<file path="config.mk">
export PLATFORM = sky130hd
export DESIGN_NAME = uart_tx_arbiter
export DESIGN_NICKNAME = d
export VERILOG_FILES = /design/src/rtl/uart_pkg.sv /design/src/rtl/rr_select.sv /design/src/rtl/uart_tx_arbiter.sv
export SDC_FILE = /design/constraint.sdc
export NUM_CORES = 1
export LEC_CHECK = 0
export ABC_CLOCK_PERIOD_IN_PS = 6010
export CAP_MARGIN = 0
export CORE_MARGIN = 2
export CORE_UTILIZATION = 30
export DETAILED_ROUTE_END_ITERATION = 7
export PLACE_DENSITY = 0.61
export SETUP_SLACK_MARGIN = 0.2
export SYNTH_ARGS = -nofsm -noshare
export SYNTH_HDL_FRONTEND = slang
export SYNTH_SLANG_ARGS = --single-unit
</file>
<file path="constraint.sdc">
create_clock -name clk -period 6.01 [get_ports clk]
set_input_delay 1.5025 -clock clk [delete_from_list [all_inputs] [get_ports clk]]
set_output_delay 1.5025 -clock clk [all_outputs]
set_load 0.01 [all_outputs]
</file>
<file path="src/rtl/uart_pkg.sv">
// Shared UART definitions: default frame length, arbiter state encoding and
// the clocks-per-bit helper used by the tx/rx blocks and the tx arbiter.
package uart_pkg;

  localparam int FRAME_BITS_DEFAULT = 10;

  typedef enum logic [1:0] {
    ST_IDLE   = 2'd0,
    ST_LAUNCH = 2'd1,
    ST_HOLD   = 2'd2
  } arb_state_e;

  function automatic int calc_bit_cycles(input int clk_freq, input int baud);
    return clk_freq / baud;
  endfunction

endpackage

</file>
<file path="src/rtl/rr_select.sv">
// Requester selection for uart_tx_arbiter: one-hot winner plus any-valid flag.
// Round-robin from ptr_i by default; UART_ARB_FIXED_PRIO_EN selects lowest index.
module rr_select #(
  parameter int N_REQ = 4,
  parameter int PTR_W = 2
) (
  input  logic [N_REQ-1:0] req_valid_i,
  input  logic [PTR_W-1:0] ptr_i,
  output logic [N_REQ-1:0] sel_onehot_o,
  output logic [PTR_W-1:0] sel_idx_o,
  output logic             any_valid_o
);

`ifdef UART_ARB_FIXED_PRIO_EN
  logic unused_ptr;
  assign unused_ptr = ^ptr_i;

  // Scan from the top so the lowest asserted index is the last to overwrite.
  always_comb begin
    sel_onehot_o = '0;
    sel_idx_o    = '0;
    for (int i = N_REQ - 1; i >= 0; i--) begin
      if (req_valid_i[i]) begin
        sel_onehot_o    = '0;
        sel_onehot_o[i] = 1'b1;
        sel_idx_o       = PTR_W'(i);
      end
    end
  end
`else
  logic             found;
  int               cand;
  logic [PTR_W-1:0] cand_idx;

  // Visit ptr, ptr+1, ... wrapping at N_REQ; the first valid one wins.
  always_comb begin
    sel_onehot_o = '0;
    sel_idx_o    = '0;
    found        = 1'b0;
    cand         = 0;
    cand_idx     = '0;
    for (int k = 0; k < N_REQ; k++) begin
      cand = int'(ptr_i) + k;
      if (cand >= N_REQ) begin
        cand = cand - N_REQ;
      end
      cand_idx = PTR_W'(cand);
      if (!found && req_valid_i[cand_idx]) begin
        found                  = 1'b1;
        sel_onehot_o[cand_idx] = 1'b1;
        sel_idx_o              = cand_idx;
      end
    end
  end
`endif

  assign any_valid_o = |req_valid_i;

endmodule

</file>
<file path="src/rtl/uart_tx_arbiter.sv">
// Shares one uart_tx among N_REQ byte producers; after each write it waits one
// frame plus guard time. Define UART_ARB_FIXED_PRIO_EN for fixed priority.
module uart_tx_arbiter
  import uart_pkg::*;
#(
  parameter int N_REQ        = 4,
  parameter int CLK_FREQ     = 100000000,
  parameter int BAUD         = 9600,
  parameter int FRAME_BITS   = FRAME_BITS_DEFAULT,
  parameter int GUARD_CYCLES = 16
) (
  input  logic                       clk,
  input  logic                       rst,
  input  logic [N_REQ-1:0]           req_valid,
  input  logic [8*N_REQ-1:0]         req_data,
  output logic [N_REQ-1:0]           req_ready,
  output logic                       wr_en,
  output logic [7:0]                 byte_o,
  output logic                       busy,
  output logic [$clog2(N_REQ)-1:0]   grant_id,
  output logic [1:0]                 dbg_state
);

  localparam int BIT_CYCLES   = calc_bit_cycles(CLK_FREQ, BAUD);
  localparam int FRAME_CYCLES = BIT_CYCLES * FRAME_BITS + GUARD_CYCLES;
  localparam int CNT_W        = $clog2(FRAME_CYCLES + 1);
  localparam int ID_W         = $clog2(N_REQ);
  localparam logic [CNT_W-1:0] CNT_LAST = CNT_W'(FRAME_CYCLES - 1);
  localparam logic [ID_W-1:0]  ID_LAST  = ID_W'(N_REQ - 1);

  // Handshake: requester i transfers on a rising edge where req_valid[i] and
  // req_ready[i] are both high; req_ready is one-hot and only ever high in IDLE,
  // and req_data must stay stable while req_valid is high.

  arb_state_e       state_q, state_d;
  logic [ID_W-1:0]  ptr_q, ptr_d;
  logic [7:0]       byte_q, byte_d;
  logic [ID_W-1:0]  grant_id_q, grant_id_d;
  logic             busy_q, busy_d;
  logic [CNT_W-1:0] cnt_q, cnt_d;

  logic [N_REQ-1:0] sel_onehot;
  logic [ID_W-1:0]  sel_idx;
  logic             any_valid;
  logic [7:0]       sel_byte;

  rr_select #(
    .N_REQ (N_REQ),
    .PTR_W (ID_W)
  ) u_rr_select (
    .req_valid_i  (req_valid),
    .ptr_i        (ptr_q),
    .sel_onehot_o (sel_onehot),
    .sel_idx_o    (sel_idx),
    .any_valid_o  (any_valid)
  );

  always_comb begin
    sel_byte = '0;
    for (int i = 0; i < N_REQ; i++) begin
      if (sel_onehot[i]) begin
        sel_byte = req_data[8*i +: 8];
      end
    end
  end

  always_comb begin
    state_d    = state_q;
    ptr_d      = ptr_q;
    byte_d     = byte_q;
    grant_id_d = grant_id_q;
    busy_d     = busy_q;
    cnt_d      = cnt_q;
    req_ready  = '0;
    wr_en      = 1'b0;
    case (state_q)
      ST_IDLE: begin
        // Gate with rst so nothing looks grantable while reset is held.
        if (rst) begin
          req_ready = sel_onehot;
        end
        if (any_valid) begin
          byte_d     = sel_byte;
          grant_id_d = sel_idx;
`ifdef UART_ARB_FIXED_PRIO_EN
          ptr_d      = '0;
`else
          ptr_d      = (sel_idx == ID_LAST) ? '0 : sel_idx + 1'b1;
`endif
          busy_d     = 1'b1;
          state_d    = ST_LAUNCH;
        end
      end
      ST_LAUNCH: begin
        wr_en   = 1'b1;
        cnt_d   = '0;
        state_d = ST_HOLD;
      end
      ST_HOLD: begin
        // uart_tx has no busy flag, so a full frame plus guard is timed here.
        if (cnt_q == CNT_LAST) begin
          busy_d  = 1'b0;
          state_d = ST_IDLE;
        end else begin
          cnt_d = cnt_q + 1'b1;
        end
      end
      default: begin
        busy_d  = 1'b0;
        state_d = ST_IDLE;
      end
    endcase
  end

  always_ff @(posedge clk or negedge rst) begin
    if (!rst) begin
      state_q    <= ST_IDLE;
      ptr_q      <= '0;
      byte_q     <= '0;
      grant_id_q <= '0;
      busy_q     <= 1'b0;
      cnt_q      <= '0;
    end else begin
      state_q    <= state_d;
      ptr_q      <= ptr_d;
      byte_q     <= byte_d;
      grant_id_q <= grant_id_d;
      busy_q     <= busy_d;
      cnt_q      <= cnt_d;
    end
  end

  assign byte_o    = byte_q;
  assign busy      = busy_q;
  assign grant_id  = grant_id_q;
  assign dbg_state = state_q;

endmodule

</file>
# Word level (Yosys, flattened, before mapping)

Index checks and enable logic that the tools add are counted.

Register bits after elaboration: 32
Bits of input ports: 38
Output and inout bits: 18
Logic and storage cells: 102

$add $sub $neg: 9
Order comparisons: 12
Equality and inequality tests: 7
Muxes and demuxes: 47
Bitwise logic cells: 4
Reduce and logical (&&, ||, !) cells: 17

Operator list:

| operator                                                           | count |
|---|---|
| one-hot mux 17 bit (2 select lines)                                | 1 |
| two-way mux 8 bit                                                  | 4 |
| two-way mux 4 bit                                                  | 6 |
| two-way mux 2 bit                                                  | 11 |
| adder 17 x 1 -> 17 bit (second input constant)                     | 1 |
| == test 17 bit (second input constant)                             | 1 |
| two-way mux 17 bit                                                 | 1 |
| two-way mux 1 bit                                                  | 14 |
| less-than comparator 2 x 3 -> 1 bit (second input constant)        | 4 |
| bitwise OR 4 bit                                                   | 3 |
| greater-or-equal comparator 3 bit (second input constant)          | 3 |
| binary-select mux 1 bit (select 2 bit)                             | 4 |
| demux 1 bit (select 2 bit)                                         | 4 |
| greater-or-equal comparator 2 x 1 -> 1 bit (second input constant) | 4 |
| subtractor 2 x 1 -> 2 bit (second input constant)                  | 4 |
| logical AND 1 bit                                                  | 7 |
| adder 2 x 2 -> 3 bit (second input constant)                       | 2 |
| != test 2 bit (second input constant)                              | 3 |
| one-hot mux 2 bit (3 select lines)                                 | 1 |
| AND reduction 2 bit                                                | 3 |
| == test 2 bit (second input constant)                              | 2 |
| OR reduction 4 bit                                                 | 1 |
| adder 2 x 1 -> 3 bit (second input constant)                       | 1 |
| greater-or-equal comparator 2 x 3 -> 1 bit (second input constant) | 1 |
| other kinds (8)                                                    | 10 |

# Longest topological paths before layout

Gate-level depths: netlist of the first run.

Word-level depth: 18
Gate-level depth with buffers: 11

# Modules after synthesis

Synthesis of the first run repeated with hierarchy kept, for this count alone.

Cells, all modules: 250
Area, all modules: 2338.5 µm²

By module, submodules not included:

| module          | instances | cells an instance | area each (µm²) |
|---|---|---|---|
| uart_tx_arbiter | 1         | 201               | 1926.8 |
| rr_select       | 1         | 49                | 411.6 |

# Least setup slack after synthesis of the first run

No wires, ideal clock.

Path kind: input to output
Start: input req_valid[0]
End: output req_ready[1]
Arrival: 3070 ps
Required time: 4507 ps
Slack: 1437 ps
Cell stages on the path: 7
Buffers on the path: 2
Cell sequence: buf_6 > mux4_2 > o311ai_1 > o21ai_1 > and2_1 > buf_2 > nor2_1

Word-level cells in the longest chain between the ends: 14
Elaborated cells between the ends (all ways): 26
Classes of those cells: mux (17); bitwise (3); reduce/logical (6)

RTL lines:

| item                                    | RTL line              | RTL |
|---|---|---|
| from (decl)                             | uart_tx_arbiter.sv:14 | `input logic [N_REQ-1:0] req_valid,` |
| binary-select mux 1 bit (select 2 bit)  | rr_select.sv:48       | `if (!found && req_valid_i[cand_idx]) begin` |
| two-way mux 1 bit (implied by the code) | rr_select.sv:48       |  |
| two-way mux 1 bit                       | rr_select.sv:48       |  |
| logical NOT 1 bit                       | rr_select.sv:48       |  |
| logical AND 1 bit                       | rr_select.sv:48       |  |
| two-way mux 1 bit                       | rr_select.sv:48       |  |
| logical NOT 1 bit                       | rr_select.sv:48       |  |
| logical AND 1 bit                       | rr_select.sv:48       |  |
| two-way mux 1 bit                       | rr_select.sv:48       |  |
| logical NOT 1 bit                       | rr_select.sv:48       |  |
| logical AND 1 bit                       | rr_select.sv:48       |  |
| two-way mux 4 bit *                     | rr_select.sv:48       |  |
| two-way mux 4 bit *                     | uart_tx_arbiter.sv:79 | `if (rst) begin` |
| two-way mux 4 bit *                     | uart_tx_arbiter.sv:76 | `case (state_q)` |
| to (decl)                               | uart_tx_arbiter.sv:16 | `output logic [N_REQ-1:0] req_ready,` |

Every way passes the cells marked *; elsewhere a longest branch is shown, timed or not. The select of a mux whose other input is x is not followed.

# Final worst setup path of the first run

Start: input req_valid[0]
End: output req_ready[0]

The elaborated chain is that of the path after synthesis.

==> flow_summary_export.csv, run 1 <==
group,metric,value,unit
global_route,grt_max_degree,33,
cts,numCtsBuffers,5,
logic_synthesis,synth_seq_cells,32,
setup_path,worst_setup_path_start_kind,"input pin",
power,ir_worst_vdd,0.140,mV
route,routed.top_layer,"met4",
placed_design,gp_congestion,0.875,
route,avgRoutedWirePerCell,14.0,microns
cts,cts_hold_buf,0,
timing,setup_viol,0,
timing,fmax,0.181,GHz
logic_synthesis,mappedNetlistNets,327,
placed_design,io_buffers,55,
power,switchingPower,0.000625,W
route,wl_met3,426,microns
timing,setup_tns,0,ns
cells_and_area,nets,382,
floorplanning,core,7690,sq um
cells_and_area,layout-drive-gt1-share,11.3,%
timing,tightest_slew,0.736,ns
floorplanning,core.rowCount,32,
route,viasPerCell,5.09,
logic_synthesis,ys_seq_area_share,33.8,%
timing,slew_headroom,50.9,%
power,p_int,0.000811,W
global_route,grt_use_total,15.1,%
placed_design,dp_cells,430,
floorplanning,die-area,8620,sq um
setup_path,path_class,"input pin to output port",
power,p_comb_share,61.5,%
logic_synthesis,ys_top_cells_by_area,"dfrtp_1 (34%), nand2_1 (6.5%), o21ai_0 (5.5%), o221ai_2 (5.1%), ha_1 (4.8%)",
global_route,antenna_found_initial,0,
timing,hold_viol_final,0,
cts,clock-sinks,32,
power,clockPowerShare,14.4,%
cts,cts_resized,0,
floorplanning,pin_count,56,
logic_synthesis,synthFlopType,"dfrtp_1",
logic_synthesis,avgSynthCellArea,8.45,sq um
global_route,grt.overflow.total,0,
route,drtPass1Iterations,5,
power,p_seq_share,24.1,%
logic_synthesis,synth_top_area_share,33.8,%
cells_and_area,areaGrowthSynthToFinish,31.7,%
setup_path,end_kind,"output port",
timing,drv_slew,0,
global_route,grt_pass1_vias,2142,
run_status,status,"completed",
cells_and_area,fin_cells,438,
job,drv_cap,0,
cts,cts_tree,"done",
global_route,grt_pass1_wl,10400,microns
logic_synthesis,synth_edf_count,0,
cts,cts_root_buf,"clkbuf_8",
power,swShare,43.5,%
logic_synthesis,yosysUniqueCellTypes,53,
floorplanning,fp.dieH,92.8,microns
cells_and_area,n_antenna_cell,0,
min_path,hp-class,"register to register",
logic_synthesis,yosysMostFrequentCell,"nand2_1",
power,leakage,1.29,nW
timing,min_period,5.51,ns
route,met1_length,2870,microns
timing,rsz0062_at_grt,"no",
cts,path_clk_slew,0.07,ns
route,drt_iter0_drc,74,
cts,clk_latency,0.29,ns
cts,clock_path_buffers,2,
timing,post-route-period-util,91.7,%
cts,cts_setup_buffers,0,
cts,htree_levels,2,
placed_design,dp_hpwl,4530,microns
route,vias,2230,
power,cellPowerDensity,461,nW/um^2
setup_path,critical_path.max_fanout,9,
route,dr_wl_met2,2780,microns
route,drcViolationCount,0,
logic_synthesis,syn_inst,280,
setup_path,required,4.51,ns
floorplanning,die_w,92.8,microns
timing,skew,0.00419,ns
route,wl,6150,microns
logic_synthesis,ys_top_cells_by_count,"nand2_1 (41), dfrtp_1 (32), o21ai_0 (26)",
logic_synthesis,synth_area_leader_cell,"dfrtp_1",
logic_synthesis,synth-warning-count,0,
logic_synthesis,async_flop_share,100,%
route,final_antenna_net_count,0,
setup_path,cp.arrival,4.01,ns
floorplanning,initial_core_util,30.8,%
logic_synthesis,synth_area,2370,sq um
power,power,0.00144,W
## registers in the layout (all words and copies together), names as in the netlist
signal     cells
ptr_q          2
cnt_q         17
grant_id       2
dbg_state      2
byte_o         8
busy           1
## stage by stage
step           instance area (sq um)  util, %  setup slack, ns  hold slack, ns
2_1_floorplan                   2370        -             1.44           0.457
3_3_place_gp                    3010     39.1            0.575           0.461
3_5_place_dp                    3010     39.1            0.510           0.470
4_1_cts                         3120     40.5            0.518           0.495
5_1_grt                         3120     40.5            0.398           0.537
6_report                        3120     40.5            0.499           0.495
## cell families (layout without fill, tap and decap cells)
kind of cell	Yosys count	after routing	share of synthesized area (%)
simple gates	115	115	23.8
fa+ha+maj	9	9	4.76
flops	32	32	33.8
mux	8	8	4.12
buf+inv	36	92	6.92
compound gates	76	76	25.1
xor+xnor	4	4	1.48
## metal layers
layer / track usage [%] / up-vias
li1: - / 1113
met1: 20.5 / 1042
met2: 23.8 / 71
met3: 3.17 / 4
met4: 5.15 / 0
met5: 0 / -
## power groups by stage
stage,clock [W],sequential (W),combinational [W]
global route,0.000223,0.000358,0.000984
detailed placement,0,0.000350,0.000887
global placement,0,0.000348,0.000885
floorplan,0,0.000342,0.000623
finish,0.000207,0.000346,0.000883
CTS,0.000213,0.000347,0.000890
## area by class of cell
cell class / instances / area, sq um
fill: 782 / 4570
multi-input combinational: 212 / 1400
timing repair buffer: 59 / 581
clock buffer: 5 / 68.8
clock inverter: 3 / 42.5
sequential: 32 / 801
tap: 102 / 128
inverter: 25 / 93.8
## critical path, stage by stage
cell and delay (ns):
clkdlybuf4s50_1 0.57, mux4_2 0.61, nand3b_1 0.20, a211o_1 0.30
nand3_1 0.16, nor2_1 0.06, nor2_1 0.08, clkdlybuf4s50_1 0.53
## cell usage in the layout (no fill, tap or decap), types with 3 or more instances in the layout
master	count
clkdlybuf4s50_1	55
nand2_1	41
dfrtp_1	32
o21ai_0	26
inv_1	24
nor2_1	17
nand3_1	15
ha_1	9
or2_2	8
o221ai_2	8
a31o_1	8
a21oi_1	7
nor4_1	6
o31ai_1	5
and3_1	5
clkbuf_8	5
mux2_2	4
buf_4	4
nor2b_1	3
mux2i_1	3
or2_1	3
nor3b_1	3
nor3_1	3
xnor2_1	3
## path summary, 6_finish.rpt
path,startpoint,to,slack [ns],cells after the start
setup / recovery,req_valid[0],req_ready[0],0.50,8
hold / removal,grant_id[1],grant_id[1],0.50,2
setup reg to reg,ptr_q[0],byte_o[0],2.47,9
hold reg to reg,grant_id[1],grant_id[1],0.50,2
max in group asynchronous,rst,busy,4.00,2
min in group asynchronous,rst,cnt_q[12],1.72,2
Note: power is estimated with default switching activity, not from simulation.
==> run 2: changes to the inputs <==
Settings changed: CORE_ASPECT_RATIO set to 1.25.
==> flow_summary_export.csv, run 2 (same netlist as run 1, synthesis figures left out) <==
group,metric,value,unit
run_status,status,"completed",
global_route,antenna_found_initial,0,
floorplanning,fp.dieH,103,microns
setup_path,crit_cells,8,
cts,numCtsBuffers,5,
cells_and_area,largest_register_ffs,17,
power,clockPowerShare,11.0,%
route,wl,6080,microns
timing,min_period,5.50,ns
setup_path,cp.arrival,3.99,ns
cells_and_area,nets,382,
setup_path,critical_path.max_fanout,9,
timing,tightest_slew,0.744,ns
power,ir_worst_vdd,0.237,mV
route,drcViolationCount,0,
route,vias,2258,
min_path,holdPathStages,2,
route,drtPass1Iterations,4,
route,final_antenna_net_count,0,
cells_and_area,fillers,808,
placed_design,gp_congestion,0.831,
cells_and_area,top_register,"cnt_q",
route,avgRoutedWirePerCell,14.1,microns
floorplanning,die-area,8620,sq um
cts,htree_levels,2,
cts,cts_setup_buffers,0,
timing,skew,0.00613,ns
timing,setup_tns,0,ns
floorplanning,core,7750,sq um
power,leakage,1.28,nW
route,viasPerCell,5.25,
cts,cts_resized,0,
global_route,grt_max_degree,33,
timing,fmax,0.182,GHz
power,power,0.00139,W
global_route,grt.overflow.total,0,
placed_design,dp_hpwl,4490,microns
job,drv_cap,0,
setup_path,reg2reg_from,"ptr_q[0]",
setup_path,cpPeakStageDelay,0.62,ns
setup_path,critical_path_buf_inv_count,2,
setup_path,path_class,"input pin to output port",
setup_path,r2r_cells,9,
timing,setup_viol,0,
timing,rsz0062_at_grt,"no",
floorplanning,die_w,83.5,microns
cells_and_area,n_antenna_cell,0,
power,p_int,0.000767,W
power,p_seq_share,24.8,%
floorplanning,initial_core_util,30.6,%
cells_and_area,areaGrowthSynthToFinish,29.9,%
setup_path,worstPathCellList,"clkdlybuf4s50_1 > mux4_2 > nand3b_1 > a211o_1 > nand3_1 > nor2_1 > nor2_1 > clkdlybuf4s50_1",
setup_path,cpLargestDelayFamily,"buffers and inverters",
floorplanning,pin_count,56,
cells_and_area,final_cell_mix,"clkdlybuf4s50_1 (55), nand2_1 (41), dfrtp_1 (32), o21ai_0 (26), inv_1 (24)",
floorplanning,core.rowCount,36,
setup_path,reg2reg_to,"byte_o[1]",
min_path,whs_endpoint,"grant_id[1]",
setup_path,cp_slowest_cell,"mux4_2",
setup_path,end_kind,"output port",
global_route,grt_pass1_vias,2128,
cts,cts_tree,"done",
cts,clock_path_buffers,2,
power,p_comb_share,64.2,%
cts,cts_root_buf,"clkbuf_8",
cells_and_area,layout-drive-gt1-share,10.7,%
setup_path,required,4.51,ns
timing,hold_viol_final,0,
cells_and_area,final_common_cell,"clkdlybuf4s50_1",
global_route,grt_pass1_wl,10100,microns
setup_path,worst_setup_path_start_kind,"input pin",
timing,drv_slew,0,
power,cellPowerDensity,451,nW/um^2
timing,post-route-period-util,91.4,%
cts,clock-sinks,32,
power,switchingPower,0.000619,W
cts,path_clk_slew,0.06,ns
min_path,worstHoldStart,"grant_id[1]",
global_route,grt_use_total,14.3,%
route,drt_iter0_drc,99,
setup_path,ff2ff_setup_slack,2.48,ns
cts,cts_hold_buf,0,
power,swShare,44.6,%
cts,clk_latency,0.28,ns
placed_design,io_buffers,55,
timing,slew_headroom,50.4,%
min_path,hp-class,"register to register",
run 2: cell types whose count changed in the layout (fill, tap and decap cells not counted):
cell	change
clkbuf_1	+1
bufinv_16	-1
clkinvlp_4	-1
run 2: worst max-delay path by stage:
stage,from,end,slack [ns]
6_report,req_valid[0],req_ready[0],0.51
5_1_grt,req_valid[2],req_ready[0],0.37
4_1_cts,req_valid[0],req_ready[0],0.52
3_5_place_dp,req_valid[0],req_ready[0],0.51
3_3_place_gp,req_valid[0],req_ready[0],0.58
2_1_floorplan,req_valid[0],req_ready[1],1.44
run 2: tightest hold or removal path: cells and delay by family (launching register included):
| kind | cells | cell delay [ns] |
|---|---|---|
| flops | 1 | 0.35 |
| simple gates | 2 | 0.11 |
run 2: final cells by class:
class / count / area [sq um] / area share, %
flip-flops and latches: 32 / 801 / 26.0
well taps: 95 / 119 / 3.87
clock buffers: 6 / 72.6 / 2.36
clock inverters: 1 / 5.00 / 0.163
repair buffers: 59 / 581 / 18.9
inverters: 25 / 93.8 / 3.05
multi-input cells: 212 / 1400 / 45.6
run 2: layer usage:
| metal | vias to the layer above | track usage (%) | wire [microns] |
|---|---|---|---|
| li1 | 1106 | - | - |
| met1 | 1070 | 18.0 | 2720 |
| met5 | - | 0 | 0 |
| met2 | 74 | 25.4 | 2980 |
| met3 | 8 | 2.86 | 302 |
| met4 | 0 | 3.47 | 78 |
run 2: power groups by stage:
stage / sequential [W] / clock [W] / combinational [W]
after floorplan: 0.000342 / 0 / 0.000623
after global placement: 0.000347 / 0 / 0.000885
after detailed placement: 0.000348 / 0 / 0.000892
after CTS: 0.000345 / 0.000158 / 0.000896
after global routing: 0.000355 / 0.000170 / 0.000990
final: 0.000344 / 0.000152 / 0.000890
run 2: stage by stage:
stage	std cells	setup WS [ns]	area (sq um)	util (%)	hold slack [ns]
3_3_place_gp	423	0.584	3000	38.7	0.479
4_1_cts	430	0.521	3070	39.7	0.496
6_report	430	0.515	3070	39.7	0.492
5_1_grt	430	0.369	3070	39.7	0.520
3_5_place_dp	423	0.510	3000	38.7	0.483
2_1_floorplan	280	1.44	2370	-	0.457
